**src/rtl/mips_pkg.sv**
```systemverilog
// Shared MIPS datapath constants and types.
// Imported by the register file and one-hot helpers.
package mips_pkg;
   localparam int NREGS  = 32;
   localparam int WIDTH  = 32;
   localparam int ADDR_W = 5;
   localparam logic [ADDR_W-1:0] REG_ZERO = 5'd0;

   typedef logic [WIDTH-1:0]  word_t;
   typedef logic [ADDR_W-1:0] reg_addr_t;
endpackage

```
**src/rtl/onehot_enc.sv**
```systemverilog
// One-hot to binary encoder.
// valid is set only when exactly one input bit is high.
module onehot_enc
   import mips_pkg::*;
#(
   parameter int N  = NREGS,
   parameter int AW = $clog2(N)
) (
   input  logic [N-1:0]  vec,
   output logic [AW-1:0] idx,
   output logic          valid
);

   always_comb begin
      idx = '0;
      for (int i = 0; i < N; i++) begin
         if (vec[i]) idx = idx | AW'(i);
      end
   end

   // Non-zero with no second bit set: clearing the lowest set bit leaves zero.
   assign valid = (vec != '0) && ((vec & (vec - N'(1))) == '0);

endmodule

```
**src/rtl/regfile_onehot_wr.sv**
```systemverilog
// MIPS register file written through a decoder one-hot select.
// Malformed selects drop the write and bump a saturating error count.
module regfile_onehot_wr
   import mips_pkg::*;
#(
   parameter int WIDTH  = mips_pkg::WIDTH,
   parameter int NREGS  = mips_pkg::NREGS,
   parameter int ADDR_W = $clog2(NREGS),
   parameter bit BYPASS = 1'b1
) (
   input  logic              clk,
   input  logic              rst,
   input  logic              we,
   input  logic [NREGS-1:0]  we_onehot,
   input  logic [WIDTH-1:0]  wd,
   input  logic [ADDR_W-1:0] ra1,
   input  logic [ADDR_W-1:0] ra2,
   output logic [WIDTH-1:0]  rd1,
   output logic [WIDTH-1:0]  rd2,
   input  logic              clr_err,
   output logic              err,
   output logic [7:0]        err_cnt
);

   logic [WIDTH-1:0]  mem [NREGS];
   logic [ADDR_W-1:0] wa;
   logic              sel_ok;
   logic              wr_ok;
   logic              bad;

   onehot_enc #(.N(NREGS), .AW(ADDR_W)) u_enc (
      .vec   (we_onehot),
      .idx   (wa),
      .valid (sel_ok)
   );

   assign wr_ok = we && sel_ok;
   assign bad   = we && !sel_ok;

   always_ff @(posedge clk or negedge rst) begin
      if (!rst) begin
         for (int i = 0; i < NREGS; i++) mem[i] <= '0;
      end else if (wr_ok && wa != '0) begin
         mem[wa] <= wd;
      end
   end

   // A new error on the clear edge restarts the count at one.
   always_ff @(posedge clk or negedge rst) begin
      if (!rst) begin
         err     <= 1'b0;
         err_cnt <= 8'd0;
      end else if (bad) begin
         err     <= 1'b1;
         if (clr_err)
            err_cnt <= 8'd1;
         else if (err_cnt != 8'hFF)
            err_cnt <= err_cnt + 8'd1;
      end else if (clr_err) begin
         err     <= 1'b0;
         err_cnt <= 8'd0;
      end
   end

   function automatic logic [WIDTH-1:0] rd_mux(input logic [ADDR_W-1:0] ra);
      logic [WIDTH-1:0] r;
      r = mem[ra];
      if (BYPASS && wr_ok && wa == ra) r = wd;
      if (ra == '0 || !rst) r = '0;
      return r;
   endfunction

   always_comb begin
      rd1 = rd_mux(ra1);
      rd2 = rd_mux(ra2);
   end

endmodule

```
**config.mk**
```make
export PLATFORM = sky130hd
export DESIGN_NAME = regfile_onehot_wr
export DESIGN_NICKNAME = d
export VERILOG_FILES = /design/src/rtl/mips_pkg.sv /design/src/rtl/onehot_enc.sv /design/src/rtl/regfile_onehot_wr.sv
export SDC_FILE = /design/constraint.sdc
export NUM_CORES = 2
export LEC_CHECK = 0
export ABC_AREA = 1
export CAP_MARGIN = 5
export CORE_ASPECT_RATIO = 0.6
export CORE_MARGIN = 4
export CORE_UTILIZATION = 30
export DETAILED_ROUTE_END_ITERATION = 12
export GPL_TIMING_DRIVEN = 1
export PLACE_DENSITY = 0.45
export SETUP_SLACK_MARGIN = 0.3
export SYNTH_ARGS = -nofsm -noshare
export SYNTH_HDL_FRONTEND = slang
export SYNTH_HIERARCHICAL = 1
export SYNTH_SLANG_ARGS = --single-unit
```
**constraint.sdc**
```tcl
create_clock -name clk -period 2.2 [get_ports clk]
set_input_delay 0.22 -clock clk [delete_from_list [all_inputs] [get_ports clk]]
set_output_delay 0.22 -clock clk [all_outputs]
set_load 0.05 [all_outputs]
```
# After elaboration in Yosys (flattened, before gate mapping)

Cells that the tools add are included.

Word-level logic and storage cells: 121
Output and inout port bits: 73
Register bits: 1033
Input bits: 78

Eq/ne operators: 3
Muxes and demuxes: 55
Reduce and logical (&&, ||, !) cells: 19
$lt $le $gt $ge: 4
Bitwise operators: 4
$add $sub $neg: 2

Operator list:

| operator                | count |
|---|---|
| $bwmux W1024            | 1 |
| $bmux W32 S5            | 2 |
| $mux W32                | 9 |
| $demux W32 S5           | 1 |
| $mux W5                 | 16 |
| $mux W8                 | 8 |
| $and A32 B32 Y32        | 1 |
| $logic_not A32 Y1       | 1 |
| $mux W4                 | 8 |
| $reduce_bool A32 Y1     | 1 |
| $sub A32 B1 Y32 const B | 1 |
| $ge A6 B6 Y1 const B    | 3 |
| $not A5 Y6              | 3 |
| $mux W3                 | 4 |
| $eq A5 B5 Y1            | 2 |
| $logic_not A5 Y1        | 2 |
| $add A8 B1 Y8 const B   | 1 |
| $ne A8 B8 Y1 const B    | 1 |
| $logic_and A1 B1 Y1     | 7 |
| $lt A6 B1 Y1 const B    | 1 |
| $reduce_bool A5 Y1      | 1 |
| $mux W1                 | 4 |
| $mux W2                 | 2 |
| $reduce_bool A2 Y1      | 2 |
| 3 further kinds         | 5 |

# Logic depth before layout (Yosys ltp)

Depth in word-level cells: 37
Mapped depth: 18
Mapped depth without buffers: 18

# Hierarchy

The synthesis kept the hierarchy.

By module, submodules not included:

| module            | cells an instance | sequential area each (um2) | instances | area each (um2) |
|---|---|---|---|---|
| regfile_onehot_wr | 9255              | 25849.8                    | 1         | 60279.1 |
| onehot_enc        | 177               | 0.0                        | 1         | 817.0 |

# Worst setup path after synthesis

Ideal clock, no wire load.

Path type: in2out
From: input port we_onehot[14]
To: output port rd1[0]
Slack: -0.854 ns
Arrival: 2.834 ns
Stages on the path: 9
Buffers on the path: 1
Required time: 1.980 ns
Cells stage by stage: nor2_2 nand2_1 or4_1 inv_2 o22ai_1 nor2_1 nand3_2 buf_1 a21oi_1

Longest elaborated chain between the ends: 22
Elaborated cells on any way between the ends: 28

Ends and longest elaborated chain:

| item                  | RTL line                | RTL |
|---|---|---|
| start, declared       | regfile_onehot_wr.sv:14 | `input logic [NREGS-1:0] we_onehot,` |
| $mux W4 (2 in a row)  | onehot_enc.sv:17        | `if (vec[i]) idx = idx \| AW'(i);` |
| $mux W5 (16 in a row) | onehot_enc.sv:17        |  |
| named net wa[2]       | regfile_onehot_wr.sv:26 | `logic [ADDR_W-1:0] wa;` |
| $eq A5 B5 Y1          | regfile_onehot_wr.sv:68 | `if (BYPASS && wr_ok && wa == ra) r = wd;` |
| $logic_and A1 B1 Y1   | regfile_onehot_wr.sv:68 |  |
| $mux W32              | regfile_onehot_wr.sv:68 |  |
| $mux W32              | regfile_onehot_wr.sv:69 | `if (ra == '0 \|\| !rst) r = '0;` |
| end, declared         | regfile_onehot_wr.sv:18 | `output logic [WIDTH-1:0] rd1,` |

The timed path passes the listed nets, and every way through them passes these cells.

# Final worst setup path

From: input port we_onehot[20]
To: register mem[879] (netlist name)

Elaborated cells on any way between the ends: 27

RTL lines:

| item                          | RTL line                | RTL |
|---|---|---|
| $sub A32 B1 Y32               | onehot_enc.sv:22        | `assign valid = (vec != '0) && ((vec & (vec - N'(1))) == '0);` |
| $and A32 B32 Y32              | onehot_enc.sv:22        |  |
| $logic_not A32 Y1             | onehot_enc.sv:22        |  |
| $logic_and A1 B1 Y1 (*)       | onehot_enc.sv:22        |  |
| named net sel_ok              | regfile_onehot_wr.sv:27 | `logic sel_ok;` |
| $logic_and A1 B1 Y1 (*)       | regfile_onehot_wr.sv:37 | `assign wr_ok = we && sel_ok;` |
| $logic_and A1 B1 Y1 (*)       | regfile_onehot_wr.sv:43 | `end else if (wr_ok && wa != '0) begin` |
| end signal, assigned by index | regfile_onehot_wr.sv:44 | `mem[wa] <= wd;` |
| end, declared                 | regfile_onehot_wr.sv:25 | `logic [WIDTH-1:0] mem [NREGS];` |

The timed path passes the listed nets; every way through them passes the cells marked *.
A chain may end at the register's enable or synchronous reset.

==> run_results.csv <==
group,metric,value,unit
run_status,status,"finished with violations",
run_status,violations,"setup timing",
worst_setup_path,cp_num_buf_inv,14,
die,rows,127,
sta,fin_setup_tns,-681.53,ns
yosys,synth_top_area_cell,"dfrtp_1",
final_layout,stdcell_count,12500,
yosys,synth_seq_area_share,0.423,
route,vias_per_cell,5.20,
power_and_ir_drop,p_per_area,588,nW/um^2
yosys,syn_area,61100,um^2
global_routing,antenna_found_initial,12,
final_layout,fillers,20900,
placement,numPortBuffers,150,
clocking,cts_sinks,1033,
worst_setup_path,rrSetupSlack,0.50,ns
worst_setup_path,cp.required,2.80,ns
route,drt_wl_total,298,mm
worst_setup_path,worstSetupPathDepth,28,
placement,placedCellCount,12200,
placement,gp_congestion,0.886,
global_routing,grt_overflow_total,0,
worst_setup_path,arrival,3.63,ns
die,core_area,201000,um^2
worst_setup_path,endpoint_kind,"flip-flop",
clocking,cts_buffers,110,
worst_setup_path,r2r_cells,10,
yosys,syn_avg_cell_area,6.48,um^2
yosys,synth_cell_types,36,
sta,setup-violations-final,1060,
final_layout,fin_util,0.395,
sta,final-max-slew-violation-count,0,
worst_setup_path,start_kind,"input port",
clocking,insertion_delay,0.74,ns
yosys,synthCells,9432,
worst_setup_path,crit_path_end,"mem[879]",
power_and_ir_drop,p_leak,37.0,nW
worst_setup_path,path_delay_family,"buffers and inverters",
global_routing,track_usage,0.262,
route,drt_iter0_drc,7444,
route,drtAntennaViolNets,0,
sta,finalCriticalPeriod,3.03,ns
min_path,whs_path_depth,3,
yosys,ys_seq_elements,1033,
sta,tightest_slew,0.867,ns
clocking,cts_tree,"built",
final_layout,drive_gt1_frac,0.146,
worst_setup_path,critPathMaxStageDelay,0.27,ns
worst_setup_path,r2r-start,"err_cnt[1]",
run,maxCapViolCount,0,
clocking,clockBufferDepth,3,
route,wl_per_cell,23.8,um
clocking,clkSlewWorstSetupHoldPaths,0.06,ns
power_and_ir_drop,peakVddDrop,611,uV
sta,finalHoldViolCount,0,
worst_setup_path,crit_top_cell,"buf_6",
final_layout,regArea,25800,um^2
worst_setup_path,crit_slowest_cell,"clkbuf_16",
global_routing,grt_pass1_wl,416,mm
final_layout,multi_input_area,31600,um^2
worst_setup_path,crit_path_max_fanout,7,
placement,place_hpwl,183,mm
yosys,post-synth-top-area-fraction,0.423,
die,die_y,358,um
sta,fin_ws,-0.829,ns
route,firstDrtPassIters,8,
die,die_w,591,um
final_layout,nNetsFinal,9806,
global_routing,first_global_vias,59400,
yosys,ys_warn_count,6,
die,io_pins,151,
global_routing,grt_max_degree,127,
worst_setup_path,crit_start,"we_onehot[20]",
yosys,synth_nets,9511,
sta,slew_headroom,0.420,
route,drc_errors,0,
min_path,min-delay-path-class,"input port to flip-flop",
final_layout,syn_to_final_growth,29.9,%
worst_setup_path,worstReg2RegEnd,"err_cnt[7]",
sta,clock-skew-final,0.00879,ns
die,start_util,0.304,
worst_setup_path,crit_type,"input port to flip-flop",
die,design.die.area,211000,um^2
yosys,synthTopCellsByArea,"dfrtp_1, nand2_1, nand3_1",
sta,grt_setup_unrepaired,"true",
sta,fmax,330,MHz
clocking,root_buffer,"clkbuf_16",
sta,period_share,1.38,
route,vias,65100,
clocking,htree_num_levels,3,
-- registers in the layout, indices dropped and copies added, names as in the netlist --
signal   cells
err          1
err_cnt      8
mem       1024
-- layer usage --
layer  vias to the layer above  track usage  share of wire
li1                      30200            -              -
met1                     31300        0.410           0.48
met2                      3155        0.373           0.40
met3                       426       0.0412          0.096
met4                         2       0.0577          0.025
met5                         -            0       0.000067
-- placed cells by master (no fill, tap or decap), types with 10 or more instances in the layout --
master | netlist | final
a21oi_4 | 0 | 61
buf_12 | 0 | 288
nand2_8 | 0 | 16
buf_8 | 0 | 20
buf_4 | 2 | 422
inv_1 | 701 | 694
nand2_1 | 3703 | 3591
o21ai_1 | 372 | 723
nor2_4 | 3 | 26
o21ai_2 | 5 | 41
buf_16 | 0 | 23
o21ai_4 | 0 | 29
buf_6 | 20 | 75
clkinv_2 | 0 | 14
dfrtp_1 | 1033 | 1033
nor2_2 | 8 | 21
clkdlybuf4s50_1 | 0 | 43
clkbuf_1 | 537 | 19
inv_2 | 8 | 10
nand2_4 | 16 | 55
buf_2 | 128 | 17
nand2_2 | 22 | 83
nor3_4 | 11 | 13
nand3_1 | 1167 | 1166
clkbuf_8 | 0 | 32
nor2_1 | 833 | 797
clkbuf_16 | 0 | 139
o21ai_0 | 697 | 281
-- metrics by stage --
stage               power, mW  area, um^2  hold WS [ns]  setup slack (ns)
global route             48.3       79400         0.152            -0.951
finish                   46.6       79400         0.141            -0.829
floorplan                22.7       62500       -0.0756            -0.411
detailed placement       26.6       72400         0.338             -1.45
CTS                      46.9       77700        0.0889            -0.821
global placement         26.6       72400         0.341             -1.45
-- worst min-delay path, cell delays in order --
cell and delay, ns:
clkdlybuf4s50_1 0.45, nand2_1 0.09, o211ai_1 0.08
-- worst min-delay path by stage --
stage | from | to | slack, ns
after detailed placement | rst | mem[754] | 0.34
after global placement | rst | mem[722] | 0.34
after CTS | clr_err | err_cnt[0] | 0.09
after floorplan | rst | err | -0.08
after global routing | clr_err | err_cnt[0] | 0.15
final | clr_err | err_cnt[0] | 0.14
-- synth_stat cells, drive strengths merged --
library cell and number:
nor4 4, nand2 3741, nor2 845, buf 203, a21oi 68, dfrtp 1033
nand4 9, or2 1, o22ai 4, clkbuf 542, nor3 17, inv 710
ha 1, xor2 3, or4 1, o211ai 1, nand3 1170, o21ai 1074
a21boi 2, clkinv 2, nand3b 1
-- report_power, final --
group / leakage (nW) / total (mW) / switching, mW / internal [mW]
clock: 1.85 / 20.2 / 8.70 / 11.5
sequential: 14.4 / 19.0 / 0.00901 / 19.0
combinational: 20.7 / 7.49 / 4.98 / 2.50
-- repair_timing --
item,in CTS,in global routing
pin swaps,74,21
resized for setup,366,303
hold buffers,1,0
buffers inserted,36,9
cloned,14,38
endpoints found under the hold margin,453,0
setup endpoints to repair,1074,1302
-- layout make-up --
type	instances	area share
antenna	7	0.000221
clock inverter	34	0.00561
tap	2709	0.0427
multi-input combinational	6946	0.398
clock buffer	163	0.0419
timing repair buffer	924	0.151
inverter	712	0.0342
sequential	1033	0.326
-- cell families after synthesis --
logic type | share of synthesized area
and+or+nand+nor | 0.387
buffers and inverters | 0.0949
AOI/OAI and AO/OA | 0.0946
DFF | 0.423
xor gates and xnor gates | 0.000430
adders and majority gates | 0.000205
No activity file was read; power rests on OpenSTA's default activity.
